### src/rtl/ws2812_pkg.sv
// Shared types and constants for the WS2812 LED chain drivers.
package ws2812_pkg;

    // Frame driver states
    typedef enum logic [2:0] {
        ST_IDLE  = 3'd0,
        ST_FETCH = 3'd1,
        ST_HIGH  = 3'd2,
        ST_LOW   = 3'd3,
        ST_LATCH = 3'd4
    } state_t;

    // Default bit timing for a 40 MHz clock (25 ns per cycle)
    localparam int DEF_T0H_CYC   = 16;
    localparam int DEF_T1H_CYC   = 32;
    localparam int DEF_T0L_CYC   = 34;
    localparam int DEF_T1L_CYC   = 18;
    localparam int DEF_RESET_CYC = 2000;

    // Width of a phase counter able to hold the longest phase length
    function automatic int ws2812_cnt_width(input int t0h, input int t1h, input int t0l,
                                            input int t1l, input int rst);
        int m;
        m = t0h;
        m = (t1h > m) ? t1h : m;
        m = (t0l > m) ? t0l : m;
        m = (t1l > m) ? t1l : m;
        m = (rst > m) ? rst : m;
        return $clog2(m + 1);
    endfunction

endpackage

### src/rtl/ws2812_bit_timer.sv
// Loadable down-counter: times one phase of the LED waveform and raises
// 'expired' during the final cycle of that phase, so the owner can switch
// phase on the very next edge without losing a cycle.
module ws2812_bit_timer #(
    parameter int CNT_W = 11
) (
    input  logic             clk,
    input  logic             reset_n,
    input  logic             srst,
    input  logic             load,
    input  logic [CNT_W-1:0] len,
    output logic             expired
);

    localparam logic [CNT_W-1:0] CNT_ZERO = CNT_W'(32'd0);
    localparam logic [CNT_W-1:0] CNT_ONE  = CNT_W'(32'd1);
    localparam logic [CNT_W-1:0] CNT_TWO  = CNT_W'(32'd2);

    logic [CNT_W-1:0] count_r;
    logic             expired_r;

    // Count the loaded phase down; flag the cycle in which one cycle remains
    always_ff @(posedge clk or negedge reset_n) begin
        if (!reset_n) begin
            count_r   <= CNT_ZERO;
            expired_r <= 1'b0;
        end else if (srst) begin
            count_r   <= CNT_ZERO;
            expired_r <= 1'b0;
        end else if (load) begin
            count_r   <= len;
            expired_r <= (len == CNT_ONE);
        end else if (count_r != CNT_ZERO) begin
            count_r   <= count_r - CNT_ONE;
            expired_r <= (count_r == CNT_TWO);
        end else begin
            expired_r <= 1'b0;
        end
    end

    assign expired = expired_r;

endmodule

### src/rtl/ws2812_frame_driver.sv
// WS2812 chain driver: streams a whole frame of NUM_LEDS pixels as one
// gapless bitstream, pulling pixels through valid/ready with a one-pixel
// prefetch buffer, then holds the line low for the latch period.
module ws2812_frame_driver
    import ws2812_pkg::*;
#(
    parameter int NUM_LEDS     = 64,
    parameter int BITS_PER_LED = 24,
    parameter int T0H_CYC      = DEF_T0H_CYC,
    parameter int T1H_CYC      = DEF_T1H_CYC,
    parameter int T0L_CYC      = DEF_T0L_CYC,
    parameter int T1L_CYC      = DEF_T1L_CYC,
    parameter int RESET_CYC    = DEF_RESET_CYC,
    parameter int MSB_FIRST    = 1
) (
    input  logic                                            clk,
    input  logic                                            reset_n,
    input  logic                                            start,
    input  logic [BITS_PER_LED-1:0]                         pix_data,
    input  logic                                            pix_valid,
    output logic                                            pix_ready,
    output logic [((NUM_LEDS > 1) ? $clog2(NUM_LEDS) : 1)-1:0] pix_index,
    output logic                                            datastream,
    output logic                                            busy,
    output logic                                            frame_done,
    output logic                                            underrun
);

    localparam int IDX_W = (NUM_LEDS > 1) ? $clog2(NUM_LEDS) : 1;
    localparam int ACC_W = $clog2(NUM_LEDS + 1);
    localparam int BIT_W = (BITS_PER_LED > 1) ? $clog2(BITS_PER_LED) : 1;
    localparam int CNT_W = ws2812_cnt_width(T0H_CYC, T1H_CYC, T0L_CYC, T1L_CYC, RESET_CYC);

    localparam logic [ACC_W-1:0]        ACC_ZERO  = ACC_W'(32'd0);
    localparam logic [ACC_W-1:0]        ACC_ONE   = ACC_W'(32'd1);
    localparam logic [ACC_W-1:0]        ACC_FULL  = ACC_W'(NUM_LEDS);
    localparam logic [IDX_W-1:0]        IDX_ZERO  = IDX_W'(32'd0);
    localparam logic [IDX_W-1:0]        IDX_LAST  = IDX_W'(NUM_LEDS - 1);
    localparam logic [BIT_W-1:0]        BIT_ZERO  = BIT_W'(32'd0);
    localparam logic [BIT_W-1:0]        BIT_ONE   = BIT_W'(32'd1);
    localparam logic [BIT_W-1:0]        BIT_LAST  = BIT_W'(BITS_PER_LED - 1);
    localparam logic [CNT_W-1:0]        CNT_ZERO  = CNT_W'(32'd0);
    localparam logic [CNT_W-1:0]        LEN_T0H   = CNT_W'(T0H_CYC);
    localparam logic [CNT_W-1:0]        LEN_T1H   = CNT_W'(T1H_CYC);
    localparam logic [CNT_W-1:0]        LEN_T0L   = CNT_W'(T0L_CYC);
    localparam logic [CNT_W-1:0]        LEN_T1L   = CNT_W'(T1L_CYC);
    localparam logic [CNT_W-1:0]        LEN_LATCH = CNT_W'(RESET_CYC);
    localparam logic [BITS_PER_LED-1:0] WORD_ZERO = {BITS_PER_LED{1'b0}};

    if (T0H_CYC < 1 || T1H_CYC < 1 || T0L_CYC < 1 || T1L_CYC < 1 || RESET_CYC < 1) begin : g_bad_timing
        $error("ws2812_frame_driver: every timing parameter must be at least 1");
    end
    if (NUM_LEDS < 1 || BITS_PER_LED < 1) begin : g_bad_size
        $error("ws2812_frame_driver: NUM_LEDS and BITS_PER_LED must be at least 1");
    end

    // Bit that goes on the wire first for a given word
    function automatic logic first_bit(input logic [BITS_PER_LED-1:0] word);
        logic b;
        if (MSB_FIRST != 0) b = word[BITS_PER_LED-1];
        else                b = word[0];
        return b;
    endfunction

    // Word with the bit just sent removed
    function automatic logic [BITS_PER_LED-1:0] shift_out(input logic [BITS_PER_LED-1:0] word);
        logic [BITS_PER_LED-1:0] w;
        if (MSB_FIRST != 0) w = word << 1'b1;
        else                w = word >> 1'b1;
        return w;
    endfunction

    function automatic logic [CNT_W-1:0] high_len(input logic b);
        logic [CNT_W-1:0] l;
        if (b) l = LEN_T1H;
        else   l = LEN_T0H;
        return l;
    endfunction

    function automatic logic [CNT_W-1:0] low_len(input logic b);
        logic [CNT_W-1:0] l;
        if (b) l = LEN_T1L;
        else   l = LEN_T0L;
        return l;
    endfunction

    // Index of the next pixel to request once 'acc' pixels have been taken
    function automatic logic [IDX_W-1:0] index_after(input logic [ACC_W-1:0] acc);
        logic [IDX_W-1:0] idx;
        if ((acc + ACC_ONE) < ACC_FULL) idx = IDX_W'(acc + ACC_ONE);
        else                            idx = IDX_LAST;
        return idx;
    endfunction

    state_t                  state_r;
    logic [BITS_PER_LED-1:0] shift_r;
    logic [BITS_PER_LED-1:0] buf_r;
    logic                    buf_full_r;
    logic [BIT_W-1:0]        bit_cnt_r;
    logic [ACC_W-1:0]        acc_cnt_r;
    logic [IDX_W-1:0]        pix_index_r;
    logic                    datastream_r;
    logic                    busy_r;
    logic                    frame_done_r;
    logic                    underrun_r;
    logic                    underrun_seen_r;

    logic                    pix_ready_s;
    logic                    accept_s;
    logic                    cur_bit_s;
    logic [BITS_PER_LED-1:0] shift_next_s;
    logic                    last_bit_s;
    logic                    last_pix_s;
    logic [BITS_PER_LED-1:0] next_word_s;
    logic                    have_next_s;
    logic                    tmr_load_s;
    logic [CNT_W-1:0]        tmr_len_s;
    logic                    tmr_expired_s;
    logic                    tmr_srst_s;

    // Handshake decode and phase-timer load selection, from registered state only
    always_comb begin
        pix_ready_s  = 1'b0;
        tmr_load_s   = 1'b0;
        tmr_len_s    = CNT_ZERO;
        cur_bit_s    = first_bit(shift_r);
        shift_next_s = shift_out(shift_r);
        last_bit_s   = (bit_cnt_r == BIT_LAST);
        last_pix_s   = (acc_cnt_r == ACC_FULL) && !buf_full_r;
        next_word_s  = buf_full_r ? buf_r : pix_data;
        tmr_srst_s   = (state_r == ST_IDLE);

        case (state_r)
            ST_FETCH: pix_ready_s = 1'b1;
            ST_HIGH,
            ST_LOW:   pix_ready_s = !buf_full_r && (acc_cnt_r < ACC_FULL);
            default:  pix_ready_s = 1'b0;
        endcase

        accept_s    = pix_valid && pix_ready_s;
        // A pixel arriving on the final edge of the last bit is used directly
        have_next_s = buf_full_r || accept_s;

        case (state_r)
            ST_FETCH: begin
                if (accept_s) begin
                    tmr_load_s = 1'b1;
                    tmr_len_s  = high_len(first_bit(pix_data));
                end else begin
                    tmr_load_s = 1'b0;
                end
            end
            ST_HIGH: begin
                if (tmr_expired_s) begin
                    tmr_load_s = 1'b1;
                    tmr_len_s  = low_len(cur_bit_s);
                end else begin
                    tmr_load_s = 1'b0;
                end
            end
            ST_LOW: begin
                if (tmr_expired_s) begin
                    tmr_load_s = 1'b1;
                    if (!last_bit_s) begin
                        tmr_len_s = high_len(first_bit(shift_next_s));
                    end else if (last_pix_s) begin
                        tmr_len_s = LEN_LATCH;
                    end else if (have_next_s) begin
                        tmr_len_s = high_len(first_bit(next_word_s));
                    end else begin
                        tmr_len_s = LEN_LATCH;
                    end
                end else begin
                    tmr_load_s = 1'b0;
                end
            end
            default: tmr_load_s = 1'b0;
        endcase
    end

    ws2812_bit_timer #(
        .CNT_W (CNT_W)
    ) u_bit_timer (
        .clk     (clk),
        .reset_n (reset_n),
        .srst    (tmr_srst_s),
        .load    (tmr_load_s),
        .len     (tmr_len_s),
        .expired (tmr_expired_s)
    );

    // Frame sequencer: owns state, pixel buffers, counters and all outputs
    always_ff @(posedge clk or negedge reset_n) begin
        if (!reset_n) begin
            state_r         <= ST_IDLE;
            shift_r         <= WORD_ZERO;
            buf_r           <= WORD_ZERO;
            buf_full_r      <= 1'b0;
            bit_cnt_r       <= BIT_ZERO;
            acc_cnt_r       <= ACC_ZERO;
            pix_index_r     <= IDX_ZERO;
            datastream_r    <= 1'b0;
            busy_r          <= 1'b0;
            frame_done_r    <= 1'b0;
            underrun_r      <= 1'b0;
            underrun_seen_r <= 1'b0;
        end else begin
            frame_done_r <= 1'b0;
            underrun_r   <= 1'b0;
            case (state_r)
                ST_IDLE: begin
                    datastream_r <= 1'b0;
                    pix_index_r  <= IDX_ZERO;
                    acc_cnt_r    <= ACC_ZERO;
                    buf_full_r   <= 1'b0;
                    if (start) begin
                        state_r         <= ST_FETCH;
                        busy_r          <= 1'b1;
                        underrun_seen_r <= 1'b0;
                    end else begin
                        busy_r <= 1'b0;
                    end
                end
                ST_FETCH: begin
                    if (accept_s) begin
                        shift_r      <= pix_data;
                        bit_cnt_r    <= BIT_ZERO;
                        acc_cnt_r    <= acc_cnt_r + ACC_ONE;
                        pix_index_r  <= index_after(acc_cnt_r);
                        datastream_r <= 1'b1;
                        state_r      <= ST_HIGH;
                    end else begin
                        datastream_r <= 1'b0;
                    end
                end
                ST_HIGH: begin
                    if (accept_s) begin
                        buf_r       <= pix_data;
                        buf_full_r  <= 1'b1;
                        acc_cnt_r   <= acc_cnt_r + ACC_ONE;
                        pix_index_r <= index_after(acc_cnt_r);
                    end
                    if (tmr_expired_s) begin
                        datastream_r <= 1'b0;
                        state_r      <= ST_LOW;
                    end
                end
                ST_LOW: begin
                    if (accept_s) begin
                        buf_r       <= pix_data;
                        buf_full_r  <= 1'b1;
                        acc_cnt_r   <= acc_cnt_r + ACC_ONE;
                        pix_index_r <= index_after(acc_cnt_r);
                    end
                    if (tmr_expired_s) begin
                        if (!last_bit_s) begin
                            shift_r      <= shift_next_s;
                            bit_cnt_r    <= bit_cnt_r + BIT_ONE;
                            datastream_r <= 1'b1;
                            state_r      <= ST_HIGH;
                        end else if (last_pix_s) begin
                            state_r <= ST_LATCH;
                        end else if (have_next_s) begin
                            // Drain wins over a same-edge load: buffer ends empty
                            shift_r      <= next_word_s;
                            buf_full_r   <= 1'b0;
                            bit_cnt_r    <= BIT_ZERO;
                            datastream_r <= 1'b1;
                            state_r      <= ST_HIGH;
                        end else begin
                            underrun_r      <= 1'b1;
                            underrun_seen_r <= 1'b1;
                            state_r         <= ST_LATCH;
                        end
                    end
                end
                ST_LATCH: begin
                    datastream_r <= 1'b0;
                    if (tmr_expired_s) begin
                        state_r      <= ST_IDLE;
                        busy_r       <= 1'b0;
                        frame_done_r <= !underrun_seen_r;
                        acc_cnt_r    <= ACC_ZERO;
                        pix_index_r  <= IDX_ZERO;
                        buf_full_r   <= 1'b0;
                    end
                end
                default: begin
                    state_r      <= ST_IDLE;
                    busy_r       <= 1'b0;
                    datastream_r <= 1'b0;
                end
            endcase
        end
    end

    assign pix_ready  = pix_ready_s;
    assign pix_index  = pix_index_r;
    assign datastream = datastream_r;
    assign busy       = busy_r;
    assign frame_done = frame_done_r;
    assign underrun   = underrun_r;

endmodule

### config.mk
export PLATFORM = sky130hd
export DESIGN_NAME = ws2812_frame_driver
export DESIGN_NICKNAME = d
export VERILOG_FILES = /design/src/rtl/ws2812_pkg.sv /design/src/rtl/ws2812_bit_timer.sv /design/src/rtl/ws2812_frame_driver.sv
export SDC_FILE = /design/constraint.sdc
export NUM_CORES = 1
export LEC_CHECK = 0
export CORE_MARGIN = 2
export CORE_UTILIZATION = 40
export DETAILED_ROUTE_END_ITERATION = 10
export PLACE_DENSITY = 0.58
export SLEW_MARGIN = 0
export SYNTH_ARGS = -nofsm -noshare
export SYNTH_HDL_FRONTEND = slang
export SYNTH_HIERARCHICAL = 1
export SYNTH_SLANG_ARGS = --single-unit
### constraint.sdc
create_clock -name clk -period 5.8 [get_ports clk]
set_input_delay 1.16 -clock clk [delete_from_list [all_inputs] [get_ports clk]]
set_output_delay 1.16 -clock clk [all_outputs]
set_load 0.02 [all_outputs]
== Yosys cells after proc, flatten, opt, wreduce, memory -nomap -nowiden ==
Cells that the tools add are included.
Storage, ports and cells
  output and inout port bits: 11
  bits of input ports: 28
  register bits after elaboration: 87
  logic and storage cells: 149
Cells by class
  equality and inequality tests: 19
  magnitude comparators: 2
  bitwise logic cells: 1
  $add $sub $neg: 3
  multiplexer cells: 87
  reductions and logical operators: 23
Operators by type and width (number)
  two-way mux 24 bit: 6
  two-way mux 11 bit: 7
  two-way mux 6 bit: 9
  one-hot mux 24 bit (2 select lines): 1
  two-way mux 1 bit: 38
  one-hot mux 11 bit (3 select lines): 1
  two-way mux 5 bit: 5
  two-way mux 3 bit: 8
  one-hot mux 7 bit (3 select lines): 1
  one-hot mux 6 bit (3 select lines): 1
  one-hot mux 3 bit (5 select lines): 1
  < comparator 7 bit, second input constant: 2
  two-way mux 7 bit: 2
  equality test 11 x 1 -> 1 bit, second input constant: 1
  equality test 11 x 2 -> 1 bit, second input constant: 1
  nonzero test 11 bit: 1
  subtractor 11 x 1 -> 11 bit, second input constant: 1
  inequality test 2 bit, second input constant: 5
  one-hot mux 5 bit (2 select lines): 1
  AND reduction 5 bit: 2
  inequality test 2 x 1 -> 1 bit, second input constant: 4
  adder 7 x 1 -> 7 bit, second input constant: 1
  equality test 7 bit, second input constant: 1
  equality test 3 x 2 -> 1 bit, second input constant: 2
  other kinds (22): 33

== Depth between registers and ports, before layout ==
  depth after elaboration: 19
  depth in mapped cells: 10
  gate-level depth less buffers: 10

== By module ==
The synthesis kept the hierarchy.
By module, submodules not included
  ws2812_frame_driver: cells each 324, area an instance 3837.4 sq um, sequential area each 1876.8 sq um, instances 1
  ws2812_bit_timer: cells each 80, area an instance 803.3 sq um, sequential area each 300.3 sq um, instances 1

== Worst setup path after synthesis ==
OpenSTA, ideal clock, no wires.
  path kind: in2reg
  start point: input pix_valid
  end point: register u_bit_timer.count_r[4]
  arrival: 2433 ps
  library setup time: 119 ps
  setup slack: 3248 ps
  path buffers: 1
  cell stages on the path: 8
  required time: 5681 ps
  cell sequence: mux2_2 nand2_1 nand2_1 nor2_1 nand4_1 nor2b_4 buf_6 and2_1
On the way
  elaborated cells between the ends (all ways): 13
  those cells by class: mux: 10; reduce/logical: 3
RTL lines
  from (decl): line ws2812_frame_driver.sv:20  | input logic pix_valid,
  logical AND 1 bit *: line ws2812_frame_driver.sv:140  | accept_s = pix_valid && pix_ready_s;
  two-way mux 1 bit *: line ws2812_frame_driver.sv:146  | if (accept_s) begin
  one-hot mux 1 bit (2 select lines) *: line ws2812_frame_driver.sv:144  | case (state_r)
  via tmr_load_s: line ws2812_frame_driver.sv:116  | logic tmr_load_s;
  two-way mux 11 bit: line ws2812_bit_timer.sv:30  | end else if (load) begin
  two-way mux 11 bit: line ws2812_bit_timer.sv:27  | end else if (srst) begin
  to (signal assigned): line ws2812_bit_timer.sv:31  | count_r <= len;
  to (signal assigned): line ws2812_bit_timer.sv:34  | count_r <= count_r - CNT_ONE;
  to (decl): line ws2812_bit_timer.sv:19  | logic [CNT_W-1:0] count_r;
Mark *: on every way through the listed nets, which the timed path passes. The rest lies on a longest branch.
A chain may end at the register's enable or synchronous reset.

== Final worst setup path ==
Ends and elaborated chain as after synthesis.

==> impl_metrics.env <==
export IMPL_die_x_um=111.7
export IMPL_cts_root_buf="clkbuf_16"
export IMPL_grt_overflow=0
export IMPL_grtUsageTotal_pct=16.55
export IMPL_drive_gt1_share_pct=18.78
export IMPL_combPwrFrac_pct=35.6
export IMPL_wl_per_cell_um=16.57
export IMPL_setup_viol=0
export IMPL_min_path_type="reg -> reg"
export IMPL_tns_ns=0
export IMPL_clkSinkCount=87
export IMPL_pin_count=39
export IMPL_place_gp_congestion=0.7854
export IMPL_net_switching_power_w=0.0008012
export IMPL_drv_cap=0
export IMPL_criticalPathCategory="in -> reg"
export IMPL_syn_area_mm2=0.004641
export IMPL_post_cts_buffers=0
export IMPL_diodes=0
export IMPL_vias_per_cell=5.574
export IMPL_grt_first_pass_wirelength_mm=16.88
export IMPL_synth_sequential_area_ratio_pct=46.91
export IMPL_cp_arrival_ns=3.56
export IMPL_p_leak_nw=2.378
export IMPL_cts_made_buffers=9
export IMPL_yosys_top_cells_area="dfrtp_1 47%, mux2_2 7.8%, mux2_4 5.5%, a2bb2oi_1 4.3%, o22ai_1 3.1%"
export IMPL_seqPwrFrac_pct=42.3
export IMPL_yosys_most_used_dff="dfrtp_1"
export IMPL_core_area_mm2=0.01137
export IMPL_rows=39
export IMPL_drcViolationCount=0
export IMPL_cts_clk_slew_worst_paths_ns=0.06
export IMPL_fmax_mhz=300.2
export IMPL_synth_top_cell_area_share_pct=46.91
export IMPL_die_area_mm2=0.01248
export IMPL_power_total_w=0.002507
export IMPL_ir_worst_vdd_v=0.0002065
export IMPL_timing_hold_ws_ns=0.5011
export IMPL_hold_viol=0
export IMPL_synthCells=404
export IMPL_switching_share_pct=31.96
export IMPL_layout_common_cells="87 x dfrtp_1, 37 x clkdlybuf4s50_1, 32 x mux2_2"
export IMPL_cts_tree="yes"
export IMPL_rsz0062_at_grt="no"
export IMPL_num_vias=3261
export IMPL_avgSynthCellArea_um2=11.49
export IMPL_crit_path_max_fanout=23
export IMPL_async_flop_share_pct=100.0
export IMPL_grt_pass1_vias=3338
export IMPL_ctsHoldBuffers=0
export IMPL_clockPowerShare_pct=22.1
export IMPL_worstPathRequired_ns=6.03
export IMPL_dr_pass1_iters=4
export IMPL_tightest_slew_ns=1.079
export IMPL_area_growth_pct=15.53
export IMPL_status="completed"
export IMPL_grt_max_degree=66
export IMPL_grt_antenna_before_repair=0
export IMPL_drt_total_wl_mm=9.692
export IMPL_layout_min_cycle_time_ns=3.331
export IMPL_die_height_um=111.7
export IMPL_slew_headroom_pct=28.04
export IMPL_dr_first_iter_drc_count=134
export IMPL_antenna_left=0
export IMPL_synth_top_area_cell="dfrtp_1"
export IMPL_endpoint_kind="flip-flop"
export IMPL_htreeDepth=3
export IMPL_finalCritPeriodShare_pct=57.43
export IMPL_dp_final_hpwl_mm=6.241
export IMPL_pwr_density_cell_mw_per_mm2=467.6
export IMPL_port_buffers=38
export IMPL_synth_edff_count=0
export IMPL_yosys_register_bits=87
export IMPL_drv_slew=0
export IMPL_skew_ns=0.007959
export IMPL_start_util_pct=40.82
export IMPL_cp_start_kind="input pin"
export IMPL_clockBufferDepth=2
export IMPL_power_internal_w=0.001706
export IMPL_final_nets=471
export IMPL_synth_cell_types=68
export IMPL_clk_latency_ns=0.34
export IMPL_post_cts_resized=0
export IMPL_layout_commonest_cell="dfrtp_1"
export IMPL_yosys_warnings=6
## layout make-up
class / instances / area, um2
tap: 143 / 178.9
inverter: 11 / 41.29
timing repair buffer: 43 / 415.4
multi-input combinational: 286 / 2268
sequential: 87 / 2177
clock buffer: 11 / 232.7
fill: 1066 / 6008
clock inverter: 4 / 47.55
## worst max-delay path, stage by stage
cell	delay [ns]
clkdlybuf4s50_1	0.52
mux2_2	0.32
nand2_1	0.18
nand2_1	0.45
nor2_1	0.29
nand4_1	0.21
nor2b_4	0.23
and2_1	0.18
## cell families (layout without fill, tap and decap cells)
kind of cell / count (synthesis) / count (layout) / synth area share (%)
xor+xnor: 11 / 11 / 2.076
mux: 53 / 53 / 14.13
fa+ha+maj: 5 / 5 / 1.348
buf+inv: 36 / 69 / 4.610
simple gates: 99 / 99 / 13.16
compound gates: 112 / 112 / 17.69
other cells: 1 / 6 / 0.08081
flops: 87 / 87 / 46.91
## synthesized netlist by cell type (3+ instances only)
cell type / count
a21oi_1: 12
nand2b_1: 7
dfrtp_1: 87
o31ai_1: 6
o22ai_1: 23
mux2_2: 32
nor3_1: 7
or3_1: 3
mux2i_1: 4
nor4_1: 3
nand2_1: 17
inv_1: 11
nor2_1: 15
xor2_1: 3
nand4_1: 3
a2bb2oi_1: 23
mux2_4: 17
a221o_1: 5
buf_4: 3
o21ai_0: 16
clkbuf_1: 8
nor2b_1: 5
a21o_1: 4
o211a_1: 5
nand3_1: 8
buf_2: 8
and2_1: 6
ha_1: 5
xnor2_1: 8
## power by group through the flow
stage | sequential [W] | combinational [W] | clock (W)
detailed placement | 0.00107 | 0.000903 | 0
floorplan | 0.00103 | 0.000709 | 0
CTS | 0.00106 | 0.000904 | 0.000575
finish | 0.00106 | 0.000893 | 0.000554
global placement | 0.00106 | 0.000880 | 0
global route | 0.00110 | 0.000992 | 0.000598
## path summary, 6_finish.rpt
kind                                    from                      to  slack (ns)  cells after the start
worst max-delay path               pix_valid  u_bit_timer/count_r[4]        2.47                      8
worst min-delay path            pix_index[2]            pix_index[2]        0.50                      1
worst max register to register  bit_cnt_r[0]              shift_r[4]        2.87                      8
worst min register to register  pix_index[2]            pix_index[2]        0.50                      1
max in group asynchronous            reset_n              shift_r[7]        3.96                      2
min in group asynchronous            reset_n  u_bit_timer/count_r[3]        0.71                      1
## registers in the layout (all words and copies together) (netlist names)
register / flops
buf_r: 24
shift_r: 24
u_bit_timer/count_r: 11
acc_cnt_r: 7
pix_index: 6
bit_cnt_r: 5
state_r: 3
buf_full_r: 1
busy: 1
datastream: 1
frame_done: 1
u_bit_timer/expired: 1
underrun: 1
underrun_seen_r: 1
## layer usage
| metal | vias to the layer above | wire (um) | share of wire [%] | global-route usage (%) |
|---|---|---|---|---|
| met2 | 61 | 4564 | 47 | 25.86 |
| met5 | - | 0 | 0 | 0 |
| met1 | 1614 | 4642 | 48 | 23.02 |
| met4 | 0 | 150 | 1.5 | 4.938 |
| li1 | 1573 | - | - | - |
| met3 | 13 | 334 | 3.4 | 3.919 |
## stage by stage
step,instances,worst slack [ns],util [%],cell area (um2)
global placement,570,2.266,44.69,5081
CTS,585,2.497,47.16,5361
finish,585,2.469,47.16,5361
detailed placement,570,2.183,44.69,5081
floorplan,409,3.248,-,4659
global route,585,2.284,47.16,5361
(Power assumes the default switching activity.)
